[src/rtl/frame_fetcher.sv]
// frame_fetcher: bus-master client for one bus_arbiter channel.
// Walks a contiguous block of frame memory one word per request. Fetched
// words go into a small first-word-fall-through FIFO that is streamed to a
// downstream LED driver with a valid/ready handshake.
//
// Ports:
//   clk, rst              clock, synchronous active-high reset
//   start, abort          begin transfer (sampled in IDLE) / cancel and flush
//   base_addr, length     first address and word count, latched on start
//   busy, done            not-IDLE flag, one-cycle end-of-transfer pulse
//   bus_req, bus_addr     request side of the arbiter channel
//   bus_data, bus_rdy     response side of the arbiter channel
//   out_data, out_valid   FIFO head and non-empty flag
//   out_ready             downstream accept; pops when out_valid & out_ready
//
// Build option: define FRAME_FETCHER_LOOP_EN to repeat the address range
// forever (done pulses once per pass) until abort or rst.
module frame_fetcher #(
  parameter int ADDRESS_WIDTH = 8,
  parameter int DATA_WIDTH    = 8,
  parameter int LEN_WIDTH     = 16,
  parameter int FIFO_DEPTH    = 4
) (
  input  logic                     clk,
  input  logic                     rst,
  input  logic                     start,
  input  logic                     abort,
  input  logic [ADDRESS_WIDTH-1:0] base_addr,
  input  logic [LEN_WIDTH-1:0]     length,
  output logic                     busy,
  output logic                     done,
  output logic                     bus_req,
  output logic [ADDRESS_WIDTH-1:0] bus_addr,
  input  logic [DATA_WIDTH-1:0]    bus_data,
  input  logic                     bus_rdy,
  output logic [DATA_WIDTH-1:0]    out_data,
  output logic                     out_valid,
  input  logic                     out_ready
);

  localparam int PTR_W = (FIFO_DEPTH > 1) ? $clog2(FIFO_DEPTH) : 1;
  localparam int CNT_W = PTR_W + 1;

  localparam logic [ADDRESS_WIDTH-1:0] ADDR_ONE = 1;
  localparam logic [LEN_WIDTH-1:0]     LEN_ONE  = 1;
  localparam logic [PTR_W-1:0]         PTR_ONE  = 1;
  localparam logic [CNT_W-1:0]         CNT_ONE  = 1;
  localparam logic [CNT_W-1:0]         CNT_FULL = CNT_W'(FIFO_DEPTH);

  typedef enum logic [1:0] {IDLE, REQ, RELEASE, DRAIN} state_t;

  state_t                   state_q;
  logic                     bus_req_q;
  logic                     done_q;
  logic [ADDRESS_WIDTH-1:0] cur_addr_q;
  logic [LEN_WIDTH-1:0]     remaining_q;
  logic [ADDRESS_WIDTH-1:0] base_q;
  logic [LEN_WIDTH-1:0]     len_q;

  logic [DATA_WIDTH-1:0]    mem_q [FIFO_DEPTH];
  logic [PTR_W-1:0]         wr_ptr_q;
  logic [PTR_W-1:0]         rd_ptr_q;
  logic [CNT_W-1:0]         count_q;

  logic fifo_empty;
  logic fifo_full;
  logic push;
  logic pop;

  assign fifo_empty = (count_q == '0);
  assign fifo_full  = (count_q == CNT_FULL);
  // abort wins over a same-cycle capture: the word is dropped, not pushed.
  assign push       = (state_q == REQ) && bus_rdy && !abort;
  assign pop        = !fifo_empty && out_ready;

  assign busy      = (state_q != IDLE);
  assign done      = done_q;
  assign bus_req   = bus_req_q;
  assign bus_addr  = cur_addr_q;
  assign out_valid = !fifo_empty;
  assign out_data  = fifo_empty ? '0 : mem_q[rd_ptr_q];

  // Control FSM. bus_req_q is registered alongside the state so it is high
  // exactly while the FSM sits in REQ.
  always_ff @(posedge clk) begin
    if (rst) begin
      state_q     <= IDLE;
      bus_req_q   <= 1'b0;
      done_q      <= 1'b0;
      cur_addr_q  <= '0;
      remaining_q <= '0;
      base_q      <= '0;
      len_q       <= '0;
    end else begin
      done_q    <= 1'b0;
      bus_req_q <= 1'b0;
      if (abort) begin
        state_q <= IDLE;
      end else begin
        case (state_q)
          IDLE: begin
            if (start) begin
              cur_addr_q  <= base_addr;
              remaining_q <= length;
              base_q      <= base_addr;
              len_q       <= length;
              if (length == '0) begin
                done_q <= 1'b1;
              end else if (!fifo_full) begin
                state_q   <= REQ;
                bus_req_q <= 1'b1;
              end else begin
                state_q <= RELEASE;
              end
            end
          end
          REQ: begin
            if (bus_rdy) begin
              cur_addr_q  <= cur_addr_q + ADDR_ONE;
              remaining_q <= remaining_q - LEN_ONE;
              state_q     <= RELEASE;
            end else begin
              bus_req_q <= 1'b1;
            end
          end
          RELEASE: begin
            // The arbiter lowers rdy one cycle after req falls; never
            // re-request until that has been seen.
            if (!bus_rdy) begin
              if (remaining_q == '0) begin
`ifdef FRAME_FETCHER_LOOP_EN
                cur_addr_q  <= base_q;
                remaining_q <= len_q;
                done_q      <= 1'b1;
                if (!fifo_full) begin
                  state_q   <= REQ;
                  bus_req_q <= 1'b1;
                end
`else
                state_q <= DRAIN;
`endif
              end else if (!fifo_full) begin
                state_q   <= REQ;
                bus_req_q <= 1'b1;
              end
            end
          end
          DRAIN: begin
            if (fifo_empty) begin
              done_q  <= 1'b1;
              state_q <= IDLE;
            end
          end
          default: state_q <= IDLE;
        endcase
      end
    end
  end

  // FIFO bookkeeping. Pushes only happen in REQ, which is entered only with
  // space available, so push-on-full cannot occur.
  always_ff @(posedge clk) begin
    if (rst || abort) begin
      wr_ptr_q <= '0;
      rd_ptr_q <= '0;
      count_q  <= '0;
    end else begin
      if (push) wr_ptr_q <= wr_ptr_q + PTR_ONE;
      if (pop)  rd_ptr_q <= rd_ptr_q + PTR_ONE;
      case ({push, pop})
        2'b10:   count_q <= count_q + CNT_ONE;
        2'b01:   count_q <= count_q - CNT_ONE;
        default: count_q <= count_q;
      endcase
    end
  end

  // FIFO storage carries data only and is not reset; out_data is gated
  // while empty so the head reads zero.
  always_ff @(posedge clk) begin
    if (push) mem_q[wr_ptr_q] <= bus_data;
  end

endmodule
[config.mk]
export PLATFORM = sky130hd
export DESIGN_NAME = frame_fetcher
export DESIGN_NICKNAME = d
export VERILOG_FILES = /design/src/rtl/frame_fetcher.sv
export SDC_FILE = /design/constraint.sdc
export NUM_CORES = 1
export LEC_CHECK = 0
export CAP_MARGIN = 20
export CORE_MARGIN = 8
export CORE_UTILIZATION = 25
export CTS_CLUSTER_SIZE = 10
export DETAILED_ROUTE_END_ITERATION = 7
export GPL_TIMING_DRIVEN = 0
export PLACE_DENSITY = 0.44
export REMOVE_ABC_BUFFERS = 1
export SLEW_MARGIN = 25
export SYNTH_ARGS = -nofsm -noshare
export SYNTH_HDL_FRONTEND = slang
export SYNTH_SLANG_ARGS = --single-unit
export TNS_END_PERCENT = 10
[constraint.sdc]
create_clock -name clk -period 5.9 [get_ports clk]
set_clock_uncertainty 0.05 [all_clocks]
set_input_delay 0.59 -clock clk [delete_from_list [all_inputs] [get_ports clk]]
set_output_delay 0.59 -clock clk [all_outputs]
set_load 0.02 [all_outputs]
==> results of run 1 <==
[cell type report]
type | count | area (µm²)
Clock buffer | 13 | 240.2
Clock inverter | 3 | 13.76
Fill cell | 1436 | 9336
Inverter | 19 | 71.32
Multi-Input combinational cell | 245 | 1712
Sequential cell | 69 | 1702
Tap cell | 180 | 225.2
Timing Repair Buffer | 59 | 580.6
[synth_stat cells (8+ instances only)]
cell,instances,area [µm²]
clkbuf_1,13,48.80
ha_1,13,162.7
edfxtp_1,32,960.9
inv_1,19,71.32
nor3_1,12,60.06
dfxtp_1,37,740.7
o21ai_0,15,75.07
and2_1,15,93.84
nand2_1,32,120.1
a21oi_1,20,100.1
mux4_2,8,180.2
nor2_1,31,116.4
[how the worst max path moves through the flow]
stage	startpoint	endpoint	cells after the start
6_report	register	out_data[6]	3
5_1_grt	state_q[1]$_SDFFE_PP0P_	remaining_q[13]$_SDFFE_PP0P_	7
4_1_cts	register	out_data[6]	3
3_5_place_dp	bus_rdy	remaining_q[13]$_SDFFE_PP0P_	6
3_3_place_gp	state_q[1]$_SDFFE_PP0P_	remaining_q[12]$_SDFFE_PP0P_	7
2_1_floorplan	state_q[1]$_SDFFE_PP0P_	remaining_q[12]$_SDFFE_PP0P_	7
[metrics by stage]
step	hold slack, ps	util	total power (µW)	instance area [µm²]	setup slack (ps)
after floorplan	411.5	-	649.4	3463	2423
after global placement	434.8	0.3068	724.1	4259	888.6
after detailed placement	444.4	0.3091	728.2	4290	2928
after CTS	451.3	0.3274	1210	4544	2883
after global routing	467.7	0.3274	1248	4544	2757
final	445.3	0.3274	1191	4544	2947
[report_power, final]
part | switching (µW) | internal [µW] | total [µW]
combinational | 100 | 82.0 | 182
sequential | 18.7 | 517 | 535
clock | 191 | 282 | 473
total | 311 | 880 | 1190
[worst max-delay path: cells and delay by family, from the launching register on]
kind / cells / cell delay (ps)
buf+inv: 1 / 530
flops: 1 / 700
mux: 1 / 580
simple gates: 1 / 170
[cells by family (layout without fill, tap and decap cells)]
kind of cell / Yosys count / in the layout / synth area share
AOI/OAI and AO/OA: 77 / 77 / 0.1408
xor gates and xnor gates: 5 / 5 / 0.01233
adders and majority gates: 14 / 14 / 0.05141
buffers and inverters: 38 / 94 / 0.04542
DFF: 69 / 69 / 0.4789
muxes: 14 / 14 / 0.06796
and+or+nand+nor: 135 / 135 / 0.2032
[registers in the layout, indices dropped and copies added (netlist names), named ones only]
register	cells
bus_addr	8
bus_req	1
count_q	3
done	1
mem_q	32
rd_ptr_q	2
remaining_q	16
state_q	2
wr_ptr_q	2
[per-layer routing]
| layer | wire length (µm) | part of all wire |
|---|---|---|
| met1 | 4276 | 0.48 |
| met2 | 4072 | 0.45 |
| met3 | 495 | 0.055 |
| met4 | 147 | 0.016 |
| met5 | 0 | 0 |
==> out/summary.md, run 1 <==
The logs give 572 for the cell count after placement and 352 for the synthesized instance count. Number of cells on the worst reg-to-reg path: 7. The run gives 0.2560 as the initial cell density of the core.

The count of endpoints failing hold in the final timing report was 0. The peak supply drop was 0.1324 mV. The most common library cell in the layout ignoring fill and taps is clkdlybuf4s50_1. From left edge to right edge, the die measures 135.2 µm. The overflow left after global routing is 0, and the async set-or-reset flop fraction in the synthesized netlist is 0.

In this run the power density over the cells is 262.1 nW/µm². The count of nets left with antenna violations after detail routing is 0, and the count of flip-flops with a built-in enable after synthesis is 32. At the end of routability-driven placement, the weighted congestion stood at 0.7567. Worst hold path class: register to register. In this design, the stage delay of the slowest critical-path cell is 700 ps. Worst hold path depth: 2.

Class of the most critical setup path: register to output port. In the routed layout, each cell is associated on average with a via count of 4.750. The first global-routing pass estimated 14.81 mm of wire.

The most crowded layer after global routing is met2. After routing, the total negative slack on setup checks comes to 0 ps. Dividing the synthesized area by the synthesized cell count gives 10.09 µm². The die covers 18280 µm². The met3 global-route usage was 0.03079; the CTS clock-pin slew for the worst setup and hold paths was 50 ps.

Global-route met2 utilization: 0.1607. The most common flop cell mapped by yosys is dfxtp_1. For hold timing, the worst endpoint is wr_ptr_q[1]$_SDFFE_PP0P_.

In the final routed layout, each cell accounts on average for 15.29 µm. In this run the register-to-register setup slack is 2980 ps. For the post-layout net count, the log shows 455. Among all stages on the critical path, the largest delay is contributed by dfxtp_1. The clock network latency to the later pin of the worst-skew pair is 330 ps. 0 antenna diodes ended up in the layout.

Compared with the post-synthesis result, the final layout area differs by 27.89%. Synthesis inferred 69 register bits. Aggregate global-route resource usage: 0.1019. The fraction of layout cells with a size suffix above 1 is 0.07598. The worst setup path is captured at an output port. Timing-limited maximum frequency: 0.3386 GHz. The top cell types in the final layout, fill and taps aside, are clkdlybuf4s50_1, dfxtp_1, nand2_1, edfxtp_1, nor2_1.

The tools report the met1 usage in global routing as 0.1263. The tool flagged a number of max-cap violations equal to 0. At the worst endpoint, the required time is 5260 ps. The worst setup path is launched from a register. In this run, post-CTS repair resized a total of 0 instances.

The longest clock path from root to sink contains 2 buffers. For this design, the CTS-stage hold fixing added 0 buffers. In this run, CTS created clock tree buffers numbering 9.

The highest net fanout along the worst path is 8, and the count of warnings emitted by yosys is 0. TritonCTS built the clock tree. The H-tree generated during clock tree synthesis spans 3 levels. The number of sinks handled by clock tree synthesis was 69; the final critical-path required period was 2953 ps. The detailed placer's ending HPWL came out at 6.282 mm. For the DRC violation total after the first TritonRoute iteration, the log shows 161. The startpoint identified for the worst hold timing path is wr_ptr_q[1]$_SDFFE_PP0P_. For the worst setup path, the data arrival time is 2310 ps.

At the pin with the least slew margin, the transition time is 956.6 ps. The count of vias placed by the detailed router is 2793, and the floorplan core area is 13880 µm². The total of buffers placed on input and output ports is 57. Setup repair after global routing left no endpoint under its margin. The number of max-slew violations in the final report was 0.

The run finished with clean final reports. Setup violations remaining at the end of the flow were counted as 0. For this design the static power due to leakage is 0.001531 µW.

The worst register-to-register path ends at remaining_q[15]$_SDFFE_PP0P_. Beginning of the worst register-to-register path: state_q[1]$_SDFFE_PP0P_. The number of detailed-route iterations in the first pass is 4.

Wires add up to 8.991 mm. Entering global routing, the biggest net connects 63 pins. Number of antenna violations at the first check in global routing: 0.

Traced cell by cell, the critical path runs through mux4_2 -> and2_1 -> clkdlybuf4s50_1. The logs give 0.4789 for the portion of the post-synthesis area used by sequential elements and 43 for the cell row count. The detailed-route DRC error count was 0; the number of placed I/O pins was 58. CTS placed an instance of clkbuf_16 at the clock tree root.

In this run, distinct cell masters in the synthesized netlist total 56. The post-CTS setup buffer count is 0, and the number of global-route vias before repair is 2907. The cell area that synthesis handed to floorplanning was 3553 µm². The floorplan step set the die height to 135.2 µm.

The post-route fraction of the period consumed by the critical path is 0.5006. Worst slew margin relative to its limit: 0.3622. After the flow finishes, the layout carries non-filler instances totaling 588.
No activity file was read; power rests on OpenSTA's default activity.
==> run 2: changes to the inputs <==
PLACE_DENSITY = 0.46   (was 0.44)
clock period = 2.4 ns   (was 5.9 ns; I/O delays follow)
==> run 2 against run 1 <==
First-iteration DRC count up 42%. Total power rose to 2.6 times the previous value. Clock-buffer cell count down 4. Non-clock buffer count up 2. Largest power group is now the clock network. Die area unchanged. Sequential cell count unchanged. Design area up 2.3%. Critical endpoint is now out_data[7]. Clock power rose to 2.9 times the previous value. Routed wire length down 2.2%. Worst setup slack worse by 2900 ps.
==> out/summary.md, run 2 (synthesized netlist as in run 1, its figures left out) <==
Port buffering added 57 buffers. Entering global routing, the biggest net connects 39 pins. VDD sags by at most 0.2741 mV.

The share of power burned in combinational logic was 0.145; the die span in x was 135.2 µm. The routability congestion estimate was 0.7290; the post-CTS setup buffer count was 0. The switching portion of total power is 0.2701, and the area added between synthesis and finish is 30.81%.

The worst setup path is captured at an output port. The final route contains 2818 vias. The run gives 0 as the number of max-slew violations in the final report.

The sequential group share of total power came out at 0.418. Setup violations remaining at the end of the flow were counted as 0. At the pin with the least slew margin, the transition time is 621.4 ps. Leaving out fill and tap cells, the most frequent cell in the layout is clkdlybuf4s50_1. For the worst-skew pair, the clock arrives at the later sink with an insertion delay of 340 ps.

The die covers 18280 µm². The class of the most critical setup path was register to output port. The global-route wire length before repair came out at 14.51 mm. The required time of the critical path was 2110 ps; the final critical-path required period was 2312 ps. The run finished with clean final reports. The number of filler cells placed in the layout is 1412, and the floorplan core area is 13880 µm².

The initial cell density of the core was 0.2560. The first detailed-routing pass took 4 iterations. Clock-pin slew was measured on the worst setup and hold paths at 60 ps. The tools report the arrival time at the worst endpoint as 2020 ps. Static timing analysis puts the maximum clock frequency at 0.4326 GHz.

Count of max-cap constraint violations: 0. For this design the top-level I/O count stands at 58. On the final layout, the worst hold slack is 311.4 ps.

The worst slew margin relative to its limit is 0.5826, and the post-route fraction of the period consumed by the critical path is 0.9631. The run gives 0.437 as the power share of the clock group. The largest single stage delay on the critical path is 540 ps. The tools report the aggregate routed wire length as 8.793 mm. The die is 135.2 µm tall. Among all stages on the critical path, the largest delay is contributed by clkdlybuf4s50_1. For this run, design rule violations remaining after detail routing come to 0.

The vias per cell works out to 4.776. The library cells used most frequently in the layout, excluding fill and tap cells, are clkdlybuf4s50_1, dfxtp_1, edfxtp_1. Register name with the most flops: mem_q. Setup repair after global routing left no endpoint under its margin. The share of the core filled with cells is 0.3349. The logs give 457 for the post-layout net count and 848.7 µW for the net load switching power. The tools report the DRC violation total after the first TritonRoute iteration as 229. The buffering stage count on the worst path with inverters included was 1.

Walking the worst path, the cells encountered are mux4_2 -> and2_1 -> clkdlybuf4s50_1. Of all nets on the critical path, the largest fanout is 8. For the number of antenna violations at the first check in global routing, the log shows 0.

For the count of nets left with antenna violations after detail routing, the log shows 0. Internal power comes to 2294 µW. The H-tree depth came out at 3.

Once detailed placement completed, the half-perimeter wirelength came to 6.148 mm. The number of hold buffers added after CTS was 0. The number of cells upsized or downsized after cts is 3, and the overflow left after global routing is 0. Clock tree synthesis inserted a total of 9 buffers. Buffer depth of the longest clock path: 2. The run gives 0 as the count of antenna diodes in the layout. In this run the power density over the cells is 676.1 nW/µm².

TritonCTS built the clock tree. STA classifies the critical path startpoint as a register. CTS saw 69 sinks.

The flip-flop count of the largest register, all copies and words added came out at 32. In the final layout, the multi-input gates occupy 1724 µm². The fraction of layout cells with a size suffix above 1 came out at 0.1146.

The tightest min-delay check is of the primary input to register type. The run gives 2836 as the number of global-route vias before repair. The area used by sequential logic in the layout came out at 1707 µm². Cell class contributing the biggest share of worst-path delay: buffers and inverters. Leakage power total: 0.001565 µW. The tools report the master cell of the clock root buffer as clkbuf_16.

The aggregate global-route resource usage is 0.1006. The cell row count is 43, and the count of endpoints failing hold in the final timing report is 0. Per-cell routed wire length: 14.90 µm.
==> run 2: cell count changes in the layout (fill, tap and decap cells not counted), sizes merged <==
cell	previous run	this run
buf	3	5
clkinvlp	0	2
clkbuf	13	9
inv	19	22
bufinv	0	1
clkinv	3	1
==> run 2: final timing paths <==
| path | start | end | slack (ps) | depth (start not counted) |
|---|---|---|---|---|
| setup reg to reg | state_q[1]$_SDFFE_PP0P_ | count_q[2]$_SDFFE_PP0P_ | 160 | 11 |
| hold reg to reg | wr_ptr_q[1]$_SDFFE_PP0P_ | wr_ptr_q[1]$_SDFFE_PP0P_ | 450 | 2 |
| hold / removal | rst | remaining_q[9]$_SDFFE_PP0P_ | 310 | 2 |
| setup / recovery | register | out_data[7] | 90 | 3 |
==> run 2: routing by layer <==
layer | GRT usage | part of all wire | vias up
met5 | 0 | 0 | -
li1 | - | - | 1406
met3 | 0.03783 | 0.063 | 8
met1 | 0.1264 | 0.48 | 1318
met2 | 0.1513 | 0.45 | 86
met4 | 0.04257 | 0.014 | 0
==> run 2: power groups by stage <==
stage	clock, µW	combinational [µW]	sequential [µW]
final	1370	456	1310
after global routing	1460	508	1320
after CTS	1420	458	1310
after detailed placement	0	454	1340
after global placement	0	441	1340
after floorplan	0	254	1340
==> run 2: metrics by stage <==
step	setup slack (ps)	area (µm²)	total power (µW)	instances	TNS (ps)
after global routing	3.539	4648	3293	590	0
after CTS	16.84	4633	3195	590	0
final	88.50	4648	3143	590	0
after detailed placement	-336.4	4320	1793	574	-2873
after global placement	-2564	4259	1779	570	-95980
after floorplan	-1077	3463	1596	333	-31410
==> run 2: layout make-up <==
class | instances | area share
Inverter | 19 | 0.01534
Timing Repair Buffer | 61 | 0.1324
Tap cell | 180 | 0.04845
Multi-Input combinational cell | 245 | 0.3709
Sequential cell | 69 | 0.3672
Clock inverter | 7 | 0.01723
Clock buffer | 9 | 0.04845
==> run 3: changes to the inputs <==
TNS_END_PERCENT = default   (was 10)
==> run 3 against run 2 <==
Die area stayed put. Highest routed layer unchanged. Global-route usage stayed put. Worst setup slack worse by 0.51 ps. Critical path type unchanged. Clock-buffer cell count stayed put. Non-clock buffer count stayed put. Critical path depth stayed put.
==> out/summary.md, run 3 (synthesized netlist as in run 1, its figures left out) <==
The flow ran to the end, and the final reports show no timing, DRC or antenna violations. The run gives 0 as the number of antenna violations at the first check in global routing. For the met1 usage in global routing, the log shows 0.1264.

The worst slew margin relative to its limit came out at 0.5747. Traced cell by cell, the critical path runs through mux4_2 -> and2_1 -> clkdlybuf4s50_1. Clock-pin slew was measured on the worst setup and hold paths at 60 ps. The per-cell routed wire length was 14.92 µm; the sequential group share of total power was 0.418. The smallest clock period supported by the final layout is computed as 2312 ps.

The startpoint of the tightest hold check path is rst. The die is 135.2 µm wide. After the last flow step, the layout net total stands at 457.

For the net load switching power, the log shows 849.2 µW. Counting the fill cells in the layout gives 1412. DRC violation total after the first TritonRoute iteration: 255. Setup slack closes at 87.98 ps.

The die area is 18280 µm². The number of sinks handled by clock tree synthesis was 69; the reg-to-reg setup timing slack was 160 ps. The leakage power total was 0.001565 µW; the highest net fanout along the worst path was 8. The buffering stage count on the worst path with inverters included is 1.

The pin count of the biggest net entering global routing was 39. The global routing stage identified its most utilized layer as met2. The register with the most flip-flops in the layout has 32 of them. 58 I/O pins were placed.

The tools report the met3 global-route usage as 0.03783. The tools report the design internal power as 2294 µW. The worst setup path is captured at an output port. Overall power consumption after layout is estimated at 3143 µW. The worst register-to-register path ends at count_q[2]$_SDFFE_PP0P_. The die boundary height is 135.2 µm. The worst hold path depth is 2. The routability congestion estimate is 0.7290.

Dividing total power by cell area gives a power density of 676.2 nW/µm². Before CTS, the worst setup slack after placement is -336.4 ps. The run gives 0.2738 mV as the peak supply drop. Measured in cells, the most critical reg-to-reg path has a length of 11.

TritonCTS built the clock tree. The cell with the biggest individual delay on the critical path was clkdlybuf4s50_1. The switching portion of total power is 0.2702, and the arrival time at the worst endpoint is 2020 ps. The final number of setup-violating endpoints is 0, and the aggregate routed wire length is 8.802 mm. The first global-routing pass estimated 14.51 mm of wire.

The fraction of layout cells with a size suffix above 1 works out to 0.1146. The logs give 0.1513 for the global-route met2 utilization and 2110 ps for the required time of the critical path. The area used by multi-input combinational logic was 1724 µm². Clock network latency to the later pin of the worst-skew pair: 340 ps.

The power share of the clock group was 0.437; the count of vias placed by the detailed router was 2831. The number of global-route vias before repair is 2836, and the area added between synthesis and finish is 30.81%. Buffers inserted during clock tree synthesis total 9. Grouping stages by cell kind, the critical path spends the most delay in buffers and inverters. The count of nets left with antenna violations after detail routing was 0. Across the whole layout, storage elements account for 1707 µm². The detailed placer's ending HPWL came out at 6.148 mm. The vias per cell was 4.798. At the pin with the least slew margin, the transition time is 633.2 ps.

For the cell row count, the log shows 43. Based on the critical path, the design can be clocked at up to 0.4325 GHz. In the routed design, unresolved DRC markers number 0. The aggregate global-route resource usage is 0.1006, and the initial cell density of the core is 0.2560.

The worst setup path is launched from a register. The floorplan core area is 13880 µm², and the number of detailed-route iterations in the first pass is 4. The number of max-slew violations in the final report was 0.

By startpoint and endpoint, the worst setup path is classified as register to output port. The worst hold path belongs to the class primary input to register. The most common library cell in the layout ignoring fill and taps is clkdlybuf4s50_1. Buffer depth of the longest clock path: 2. For the setup TNS after final layout, the log shows 0 ps. The logs give 0 for the count of endpoints failing hold in the final timing report and 0 for the count of antenna diodes in the layout. For the share of the core filled with cells, the log shows 0.3349. The tools report the share of power burned in combinational logic as 0.146. Leaving out fill and tap cells, the most frequent cells in the layout are clkdlybuf4s50_1, dfxtp_1, edfxtp_1. For this run the aggregate overflow at the end of global routing stands at 0.

mem_q holds more flip-flops than any other register. Post-CTS setup buffer count: 0. Setup repair after global routing left no endpoint under its margin. The H-tree depth is 3, and the count of max-cap constraint violations is 0. The beginning of the worst register-to-register path is state_q[1]$_SDFFE_PP0P_. Post-route fraction of the period consumed by the critical path: 0.9633. In this design, the stage delay of the slowest critical-path cell is 540 ps. The worst hold path terminates at remaining_q[9]$_SDFFE_PP0P_.

Clock tree synthesis selected as its root buffer the cell clkbuf_16. The total of buffers placed on input and output ports was 57.
run 3: cell counts in the layout (fill, tap and decap cells not counted):
No cell type changed its count.
run 3: layout make-up:
class / instances / area share
repair buffers: 61 / 0.1324
clock buffers: 9 / 0.04845
clock inverters: 7 / 0.01723
flip-flops and latches: 69 / 0.3672
well taps: 180 / 0.04845
inverters: 19 / 0.01534
multi-input cells: 245 / 0.3709
run 3: routing by layer:
layer	vias up	wire length [µm]
met2	72	3987
met5	-	0
met3	8	513
met4	0	117
met1	1344	4183
li1	1407	-
run 3: worst max-delay path by stage:
| stage | startpoint | to | cells past startpoint |
|---|---|---|---|
| 2_1_floorplan | state_q[1]$_SDFFE_PP0P_ | remaining_q[12]$_SDFFE_PP0P_ | 7 |
| 3_5_place_dp | state_q[0]$_SDFFE_PP0P_ | remaining_q[13]$_SDFFE_PP0P_ | 7 |
| 6_report | register | out_data[7] | 3 |
| 4_1_cts | count_q[1]$_SDFFE_PP0P_ | count_q[2]$_SDFFE_PP0P_ | 9 |
| 5_1_grt | count_q[0]$_SDFFE_PP0P_ | count_q[2]$_SDFFE_PP0P_ | 9 |
| 3_3_place_gp | state_q[1]$_SDFFE_PP0P_ | remaining_q[12]$_SDFFE_PP0P_ | 7 |
run 3: worst register-to-register path: cells and delay by family (launching register included):
kind	cells	cell delay [ps]
flops	1	360
fa+ha+maj	3	770
buf+inv	3	230
simple gates	3	460
compound gates	1	130
xor+xnor	1	160
run 3: repair_timing:
item,in CTS,in global routing
gates resized for setup,3,8
hold buffers,0,0
endpoints found under the setup margin,27,9
run 3: stage by stage:
step	hold WS, ps	instances	area [µm²]
after floorplan	259.1	333	3463
after global placement	433.2	570	4259
after detailed placement	435.0	574	4320
after CTS	444.0	590	4633
after global routing	334.9	590	4648
final	311.6	590	4648
run 3: power by group through the flow:
stage	Sequential, µW	Clock (µW)	Combinational, µW
floorplan	1340	0	254
global placement	1340	0	441
detailed placement	1340	0	454
CTS	1310	1420	458
global route	1320	1460	508
finish	1310	1370	457
